## src/rtl/bj_card_dealer_pkg.sv

```systemverilog
// Shared constants and FSM encoding for the card dealer.
// Build macro ACE_SOFT_EN selects the ace value (11 with soft demotion, else 1).
package bj_card_dealer_pkg;

    localparam logic [3:0] RANK_ACE    = 4'd1;
    localparam logic [3:0] RANK_JACK   = 4'd11;
    localparam logic [3:0] RANK_KING   = 4'd13;
    localparam logic [3:0] FACE_POINTS = 4'd10;
    localparam logic [5:0] BJ_LIMIT    = 6'd21;

`ifdef ACE_SOFT_EN
    localparam logic [3:0] ACE_POINTS  = 4'd11;
`else
    localparam logic [3:0] ACE_POINTS  = 4'd1;
`endif

    typedef enum logic [2:0] {
        ST_IDLE   = 3'd0,
        ST_FETCH  = 3'd1,
        ST_ADD    = 3'd2,
        ST_ADJUST = 3'd3,
        ST_DONE   = 3'd4
    } state_t;

endpackage

```

## src/rtl/bj_card_dealer_if.sv

```systemverilog
// Controller and deck-port signals of the card dealer.
// Names are seen from the dealer: i_* flow into it, o_* flow out of it.
interface bj_card_dealer_if #(
    parameter int HAND_W = 6,
    parameter int RANK_W = 4,
    parameter int CNT_W  = 4
);
    logic              i_NewGame;
    logic              i_Card2Player;
    logic              i_Card2Dealer;
    logic              o_CardOK;
    logic [HAND_W-1:0] o_HandP;
    logic [HAND_W-1:0] o_HandD;
    logic [CNT_W-1:0]  o_CntP;
    logic [CNT_W-1:0]  o_CntD;
    logic              o_DeckRd;
    logic              i_DeckValid;
    logic [RANK_W-1:0] i_DeckRank;
    logic              o_BadCard;

    modport slave (
        input  i_NewGame, i_Card2Player, i_Card2Dealer, i_DeckValid, i_DeckRank,
        output o_CardOK, o_HandP, o_HandD, o_CntP, o_CntD, o_DeckRd, o_BadCard
    );

    modport master (
        output i_NewGame, i_Card2Player, i_Card2Dealer, i_DeckValid, i_DeckRank,
        input  o_CardOK, o_HandP, o_HandD, o_CntP, o_CntD, o_DeckRd, o_BadCard
    );
endinterface

```

## src/rtl/bj_card_dealer_card_value.sv

```systemverilog
// Combinational rank decoder: blackjack points, ace flag and invalid-rank flag.
// Ace points follow ACE_SOFT_EN through the package.
module bj_card_value
    import bj_card_dealer_pkg::*;
#(
    parameter int RANK_W = 4
) (
    input  logic [RANK_W-1:0] i_Rank,
    output logic [3:0]        o_Points,
    output logic              o_IsAce,
    output logic              o_Bad
);

    // Rank to points lookup; invalid ranks score nothing
    always_comb begin
        o_Points = 4'd0;
        o_IsAce  = 1'b0;
        o_Bad    = 1'b0;
        if ((i_Rank == {RANK_W{1'b0}}) || (i_Rank > RANK_W'(RANK_KING))) begin
            o_Bad = 1'b1;
        end else if (i_Rank == RANK_W'(RANK_ACE)) begin
            o_IsAce  = 1'b1;
            o_Points = ACE_POINTS;
        end else if (i_Rank >= RANK_W'(RANK_JACK)) begin
            o_Points = FACE_POINTS;
        end else begin
            o_Points = 4'(i_Rank);
        end
    end

endmodule

```

## src/rtl/bj_card_dealer.sv

```systemverilog
// Card-request responder: serves one player/dealer card per transaction from the deck port.
// Build macro ACE_SOFT_EN: aces count 11 with soft-ace demotion (default build: ace = 1).
module bj_card_dealer
    import bj_card_dealer_pkg::*;
#(
    parameter int HAND_W = 6,
    parameter int RANK_W = 4,
    parameter int CNT_W  = 4
) (
    input  logic            i_Clk,
    input  logic            i_Rst_n,
    bj_card_dealer_if.slave bus
);

    state_t            r_state;
    state_t            w_next;
    logic              r_to_dealer;
    logic [3:0]        r_points;
    logic [HAND_W-1:0] r_hand_p, r_hand_d;
    logic [CNT_W-1:0]  r_cnt_p, r_cnt_d;
    logic              r_card_ok, r_deck_rd, r_bad_card;
    logic [3:0]        w_points;
    logic              w_is_ace, w_bad, w_req, w_xfer, w_demote;
    logic [HAND_W-1:0] w_hand_sel, w_hand_new;
    logic [CNT_W-1:0]  w_cnt_sel, w_cnt_new;
`ifdef ACE_SOFT_EN
    logic              r_is_ace;
    logic [CNT_W-1:0]  r_soft_p, r_soft_d;
    logic [CNT_W-1:0]  w_soft_sel, w_soft_new;
`else
    logic              w_unused_ace;
`endif

    function automatic logic [HAND_W-1:0] hand_add(input logic [HAND_W-1:0] a,
                                                   input logic [3:0] b);
        logic [HAND_W:0] s;
        s = {1'b0, a} + {{(HAND_W-3){1'b0}}, b};
        return s[HAND_W] ? {HAND_W{1'b1}} : s[HAND_W-1:0];
    endfunction

    function automatic logic [CNT_W-1:0] cnt_inc(input logic [CNT_W-1:0] c);
        return (c == {CNT_W{1'b1}}) ? c : c + {{(CNT_W-1){1'b0}}, 1'b1};
    endfunction

    bj_card_value #(.RANK_W(RANK_W)) u_value (
        .i_Rank   (bus.i_DeckRank),
        .o_Points (w_points),
        .o_IsAce  (w_is_ace),
        .o_Bad    (w_bad)
    );

    assign w_req      = bus.i_Card2Player | bus.i_Card2Dealer;
    assign w_xfer     = r_deck_rd & bus.i_DeckValid;
    assign w_hand_sel = r_to_dealer ? r_hand_d : r_hand_p;
    assign w_cnt_sel  = r_to_dealer ? r_cnt_d  : r_cnt_p;

`ifdef ACE_SOFT_EN
    assign w_soft_sel = r_to_dealer ? r_soft_d : r_soft_p;
    assign w_demote   = (w_hand_sel > HAND_W'(BJ_LIMIT)) && (w_soft_sel != {CNT_W{1'b0}});
`else
    assign w_unused_ace = w_is_ace;
    assign w_demote     = 1'b0;
`endif

    // State register
    always_ff @(posedge i_Clk or negedge i_Rst_n) begin
        if (!i_Rst_n) begin
            r_state <= ST_IDLE;
        end else begin
            r_state <= w_next;
        end
    end

    // Next-state logic; a new game overrides every state
    always_comb begin
        w_next = r_state;
        if (bus.i_NewGame) begin
            w_next = ST_IDLE;
        end else begin
            case (r_state)
                ST_IDLE:   w_next = w_req ? ST_FETCH : ST_IDLE;
                ST_FETCH:  w_next = w_xfer ? ST_ADD : ST_FETCH;
                ST_ADD:    w_next = ST_ADJUST;
                ST_ADJUST: w_next = ST_DONE;
                ST_DONE:   w_next = ST_IDLE;
                default:   w_next = ST_IDLE;
            endcase
        end
    end

    // Updated value of the hand being served (add in ADD, ace demotion in ADJUST)
    always_comb begin
        w_hand_new = w_hand_sel;
        w_cnt_new  = w_cnt_sel;
`ifdef ACE_SOFT_EN
        w_soft_new = w_soft_sel;
`endif
        if (r_state == ST_ADD) begin
            w_hand_new = hand_add(w_hand_sel, r_points);
            w_cnt_new  = cnt_inc(w_cnt_sel);
`ifdef ACE_SOFT_EN
            w_soft_new = r_is_ace ? cnt_inc(w_soft_sel) : w_soft_sel;
`endif
        end else if ((r_state == ST_ADJUST) && w_demote) begin
            w_hand_new = w_hand_sel - HAND_W'(FACE_POINTS);
`ifdef ACE_SOFT_EN
            w_soft_new = w_soft_sel - {{(CNT_W-1){1'b0}}, 1'b1};
`endif
        end else begin
            w_hand_new = w_hand_sel;
        end
    end

    // Datapath and registered outputs
    always_ff @(posedge i_Clk or negedge i_Rst_n) begin
        if (!i_Rst_n) begin
            r_to_dealer <= 1'b0;
            r_points    <= 4'd0;
            r_hand_p    <= {HAND_W{1'b0}};
            r_hand_d    <= {HAND_W{1'b0}};
            r_cnt_p     <= {CNT_W{1'b0}};
            r_cnt_d     <= {CNT_W{1'b0}};
            r_card_ok   <= 1'b0;
            r_deck_rd   <= 1'b0;
            r_bad_card  <= 1'b0;
`ifdef ACE_SOFT_EN
            r_is_ace    <= 1'b0;
            r_soft_p    <= {CNT_W{1'b0}};
            r_soft_d    <= {CNT_W{1'b0}};
`endif
        end else if (bus.i_NewGame) begin
            r_points    <= 4'd0;
            r_hand_p    <= {HAND_W{1'b0}};
            r_hand_d    <= {HAND_W{1'b0}};
            r_cnt_p     <= {CNT_W{1'b0}};
            r_cnt_d     <= {CNT_W{1'b0}};
            r_card_ok   <= 1'b0;
            r_deck_rd   <= 1'b0;
            r_bad_card  <= 1'b0;
`ifdef ACE_SOFT_EN
            r_is_ace    <= 1'b0;
            r_soft_p    <= {CNT_W{1'b0}};
            r_soft_d    <= {CNT_W{1'b0}};
`endif
        end else begin
            r_card_ok  <= (w_next == ST_DONE);
            r_deck_rd  <= (w_next == ST_FETCH);
            r_bad_card <= w_xfer & w_bad;
            if ((r_state == ST_IDLE) && w_req) begin
                r_to_dealer <= ~bus.i_Card2Player;
            end
            if (w_xfer) begin
                r_points <= w_points;
`ifdef ACE_SOFT_EN
                r_is_ace <= w_is_ace;
`endif
            end
            if ((r_state == ST_ADD) || (r_state == ST_ADJUST)) begin
                if (r_to_dealer) begin
                    r_hand_d <= w_hand_new;
                    r_cnt_d  <= w_cnt_new;
`ifdef ACE_SOFT_EN
                    r_soft_d <= w_soft_new;
`endif
                end else begin
                    r_hand_p <= w_hand_new;
                    r_cnt_p  <= w_cnt_new;
`ifdef ACE_SOFT_EN
                    r_soft_p <= w_soft_new;
`endif
                end
            end
        end
    end

    assign bus.o_CardOK  = r_card_ok;
    assign bus.o_DeckRd  = r_deck_rd;
    assign bus.o_BadCard = r_bad_card;
    assign bus.o_HandP   = r_hand_p;
    assign bus.o_HandD   = r_hand_d;
    assign bus.o_CntP    = r_cnt_p;
    assign bus.o_CntD    = r_cnt_d;

endmodule

```

## src/flat_wrapper.sv

```systemverilog
// flat-port wrapper written by rule: the top's interface ports become plain ports
module bj_card_dealer_flat import bj_card_dealer_pkg::*;
#(
    parameter int HAND_W = 6,
    parameter int RANK_W = 4,
    parameter int CNT_W  = 4
)
  (i_Clk, i_Rst_n, bus_i_NewGame, bus_i_Card2Player, bus_i_Card2Dealer, bus_i_DeckValid, bus_i_DeckRank, bus_o_CardOK, bus_o_HandP, bus_o_HandD, bus_o_CntP, bus_o_CntD, bus_o_DeckRd, bus_o_BadCard);
  bj_card_dealer_if #(.HAND_W(HAND_W), .RANK_W(RANK_W), .CNT_W(CNT_W)) bus_i ();
  input  logic i_Clk;
  input  logic i_Rst_n;
  input wire logic [$bits(bus_i.i_NewGame)-1:0] bus_i_NewGame;
  input wire logic [$bits(bus_i.i_Card2Player)-1:0] bus_i_Card2Player;
  input wire logic [$bits(bus_i.i_Card2Dealer)-1:0] bus_i_Card2Dealer;
  input wire logic [$bits(bus_i.i_DeckValid)-1:0] bus_i_DeckValid;
  input wire logic [$bits(bus_i.i_DeckRank)-1:0] bus_i_DeckRank;
  output wire logic [$bits(bus_i.o_CardOK)-1:0] bus_o_CardOK;
  output wire logic [$bits(bus_i.o_HandP)-1:0] bus_o_HandP;
  output wire logic [$bits(bus_i.o_HandD)-1:0] bus_o_HandD;
  output wire logic [$bits(bus_i.o_CntP)-1:0] bus_o_CntP;
  output wire logic [$bits(bus_i.o_CntD)-1:0] bus_o_CntD;
  output wire logic [$bits(bus_i.o_DeckRd)-1:0] bus_o_DeckRd;
  output wire logic [$bits(bus_i.o_BadCard)-1:0] bus_o_BadCard;
  assign bus_i.i_NewGame = bus_i_NewGame;
  assign bus_i.i_Card2Player = bus_i_Card2Player;
  assign bus_i.i_Card2Dealer = bus_i_Card2Dealer;
  assign bus_i.i_DeckValid = bus_i_DeckValid;
  assign bus_i.i_DeckRank = bus_i_DeckRank;
  assign bus_o_CardOK = bus_i.o_CardOK;
  assign bus_o_HandP = bus_i.o_HandP;
  assign bus_o_HandD = bus_i.o_HandD;
  assign bus_o_CntP = bus_i.o_CntP;
  assign bus_o_CntD = bus_i.o_CntD;
  assign bus_o_DeckRd = bus_i.o_DeckRd;
  assign bus_o_BadCard = bus_i.o_BadCard;
  bj_card_dealer #(.HAND_W(HAND_W), .RANK_W(RANK_W), .CNT_W(CNT_W)) u_core (.i_Clk(i_Clk), .i_Rst_n(i_Rst_n), .bus(bus_i));
endmodule
```

## config.mk

```make
export PLATFORM = sky130hd
export DESIGN_NAME = bj_card_dealer_flat
export DESIGN_NICKNAME = d
export VERILOG_FILES = /design/src/rtl/bj_card_dealer_pkg.sv /design/src/rtl/bj_card_dealer_if.sv /design/src/rtl/bj_card_dealer_card_value.sv /design/src/rtl/bj_card_dealer.sv /design/src/flat_wrapper.sv
export SDC_FILE = /design/constraint.sdc
export NUM_CORES = 1
export LEC_CHECK = 0
export CELL_PAD_IN_SITES_DETAIL_PLACEMENT = 1
export CELL_PAD_IN_SITES_GLOBAL_PLACEMENT = 1
export CORE_MARGIN = 8
export CORE_UTILIZATION = 30
export DETAILED_ROUTE_END_ITERATION = 6
export PLACE_DENSITY = 0.73
export SKIP_CTS_REPAIR_TIMING = 1
export SYNTH_ARGS = -nofsm -noshare
export SYNTH_HDL_FRONTEND = slang
export SYNTH_HIERARCHICAL = 1
export SYNTH_SLANG_ARGS = --single-unit
export TNS_END_PERCENT = 100
```

## constraint.sdc

```tcl
create_clock -name i_Clk -period 6.1 [get_ports i_Clk]
set_clock_uncertainty 0.2 [all_clocks]
set_input_delay 1.22 -clock i_Clk [delete_from_list [all_inputs] [get_ports i_Clk]]
set_output_delay 1.22 -clock i_Clk [all_outputs]
set_load 0.005 [all_outputs]
```

==> summary.md <==
* complete, no violations — status
* 0 — residual antenna-violating net count after detailed routing
* 224 nW/um^2 — power per cell area
* 43.2% — power share of the clock group
* 4380 um — drt total wl
* 7.96% — fraction of layout instances using a drive strength above 1
* 10.2 um^2 — Avg Synthesized Cell Area
* 6 — synthesis warning total
* 0 — antenna violations before repair
* 16.0 um — wire length per cell
* 2180 um^2 — final cell area excluding filler cells
* 53.1% — Final Cycle Share
* 1509 — number of global-route vias before repair
* 2 — maximum count of clock buffers along a single path
* 28.6% — growth of design area from synthesis to finish
* flip-flops — critical path's top delay family
* 0.28 ns — clock latency of the later-clocked register in the worst-skew pair
* clkbuf_8 — Clock Root Buffer
* 0.368 mW — internal power of the cells
* 182 — synthesized net count
* 166 — number of instances in the synthesized netlist
* 5470 um^2 — placeable core region
* clkdlybuf4s50_1 (32), dfrtp_1 (31), nor2_1 (21) — commonest non-fill, non-tap cells in the layout
* 31 — sink count of the clock tree
* 2 — depth of the worst hold-timing path
* 5 — Num CTS Buffers
* 11.0% — overall track demand over capacity in global routing
* reg2reg — Hold Path Class
* built — clock tree from TritonCTS
* 2060 um^2 — area of placed instances
* 0 — remaining global-route overflow
* 3.24 ns — Final Critical Period
* mux2_2 -> ha_1 -> fa_1 -> nand3_1 -> nand2_1 -> a311oi_1 -> a211oi_1 — ordered list of cells on the worst path
* 0 — final hold violation count
* no — unrepaired setup endpoints after global routing
* 0.791 — Final GP Congestion
* reg2reg — type of the setup path with the least slack
* 17 — worst-path fanout max
* 30.9% — initial cell density of the core
* 5.15 — via density per instance
* 1.14 ns — transition at the pin with the smallest max-transition slack
* 0 — setup violators final
* 0.336 ns — tightest hold margin
* 0.916 nW — leakage
* 27 — placement row count
* 0 — Inserted Diodes
* 3080 um — Final HPWL DP
* 0.000108 V — Worst VDD drop
* flip-flop — crit path launch type
* 33 — largest net degree at the start of global routing
* 265 — Placed Cells incl. Taps
* 0.79 ns — slowest stage delay, CP
* 0.309 GHz — achievable frequency
* 2 — maximum level of the CTS H-tree
* 0 — DRC violation count after routing
* 7 — number of gates on the worst path with buffers counted
* 46.6% — sequential fraction of design power
* 10.2% — share of power burned in combinational logic
* 32 — number of buffers added on ports
* 1406 — total number of vias
* 273 — non-filler instance count after layout
* 0 ns — final setup TNS
* 0.120 mW — switching power
* 7 — reg2reg path depth
* 3.14 ns — data arrival at the endpoint of the critical path
* 7560 um — global-route wire length before repair
* 52 — DRT iter0 DRCs
* 6.00 ns — worst endpoint required time
* 8300 um^2 — Die Area
* 24.0% — Slew Limit Headroom
* flip-flop — Crit. End Element
* 4 — detailed-routing iteration count for the pre-antenna-repair pass
* 0 — Final Max Slew Viols
* 24.7% — switching fraction of total power
* 0 — Buf+Inv Stages, Crit Path
* dfrtp_1 — highest-delay cell along the critical path
* 0.07 ns — clk slew on worst S/H paths
* 33 — Top-Level Pins
* 1690 um^2 — post-synthesis cell area
* 216 — nets
* 91.1 um — vertical die dimension
* 91.1 um — Die X
* 39.8% — final core utilization
* 0 — max-cap violation count
* clkdlybuf4s50_1 — most frequent standard cell in the layout excluding fill and tap cells
==> power by group through the flow <==
stage / registers (mW) / clock network, mW / logic, mW
finish: 0.227 / 0.211 / 0.0500
global route: 0.229 / 0.227 / 0.0566
CTS: 0.227 / 0.216 / 0.0509
detailed placement: 0.231 / 0 / 0.0506
global placement: 0.231 / 0 / 0.0493
floorplan: 0.221 / 0 / 0.0405
==> worst paths after layout <==
| path | end | slack (ns) | start |
|---|---|---|---|
| worst min-delay path | u_core/r_points[2] | 0.34 | u_core/r_points[2] |
| max in group asynchronous | u_core/bus.o_CntD[2] | 4.27 | i_Rst_n |
| worst min register to register | u_core/r_points[2] | 0.34 | u_core/r_points[2] |
| worst max register to register | u_core/bus.o_HandP[3] | 2.86 | u_core/r_to_dealer |
| worst max-delay path | u_core/bus.o_HandP[3] | 2.86 | u_core/r_to_dealer |
| min in group asynchronous | u_core/bus.o_HandP[1] | 1.14 | i_Rst_n |
==> worst min-delay path: stages (launching register included) <==
cell     delay, ns
dfrtp_1       0.38
nand2_1       0.06
a21oi_1       0.06
==> routing by layer <==
metal  up-vias  GRT usage [%]  wire, um
met5         -              0         0
met1       699           14.1      2080
met3         4           3.70       180
met2        27           17.1      2080
met4         0           3.41        42
li1        676              -         -
==> area by class of cell <==
class                      instances  area, um^2
clock buffer                       6        82.6
clock inverter                     2        35.0
sequential                        31         776
multi-input combinational        125         851
inverter                           4        15.0
fill                             646        3300
tap                               72        90.1
timing repair buffer              33         328
==> per-stage QoR <==
step	power (mW)	worst slack [ns]
2_1_floorplan	0.262	3.47
3_3_place_gp	0.280	2.98
3_5_place_dp	0.282	2.84
4_1_cts	0.494	2.83
5_1_grt	0.513	2.66
6_report	0.488	2.86
==> sequential cells by signal (all words and copies together) (netlist names) <==
| name | count |
|---|---|
| u_core/r_state | 3 |
| u_core/bus.o_DeckRd | 1 |
| u_core/r_points | 4 |
| u_core/bus.o_HandD | 6 |
| u_core/bus.o_HandP | 6 |
| u_core/bus.o_CntP | 4 |
| u_core/bus.o_BadCard | 1 |
| u_core/bus.o_CardOK | 1 |
| u_core/bus.o_CntD | 4 |
| u_core/r_to_dealer | 1 |
Note: power is estimated with default switching activity, not from simulation.
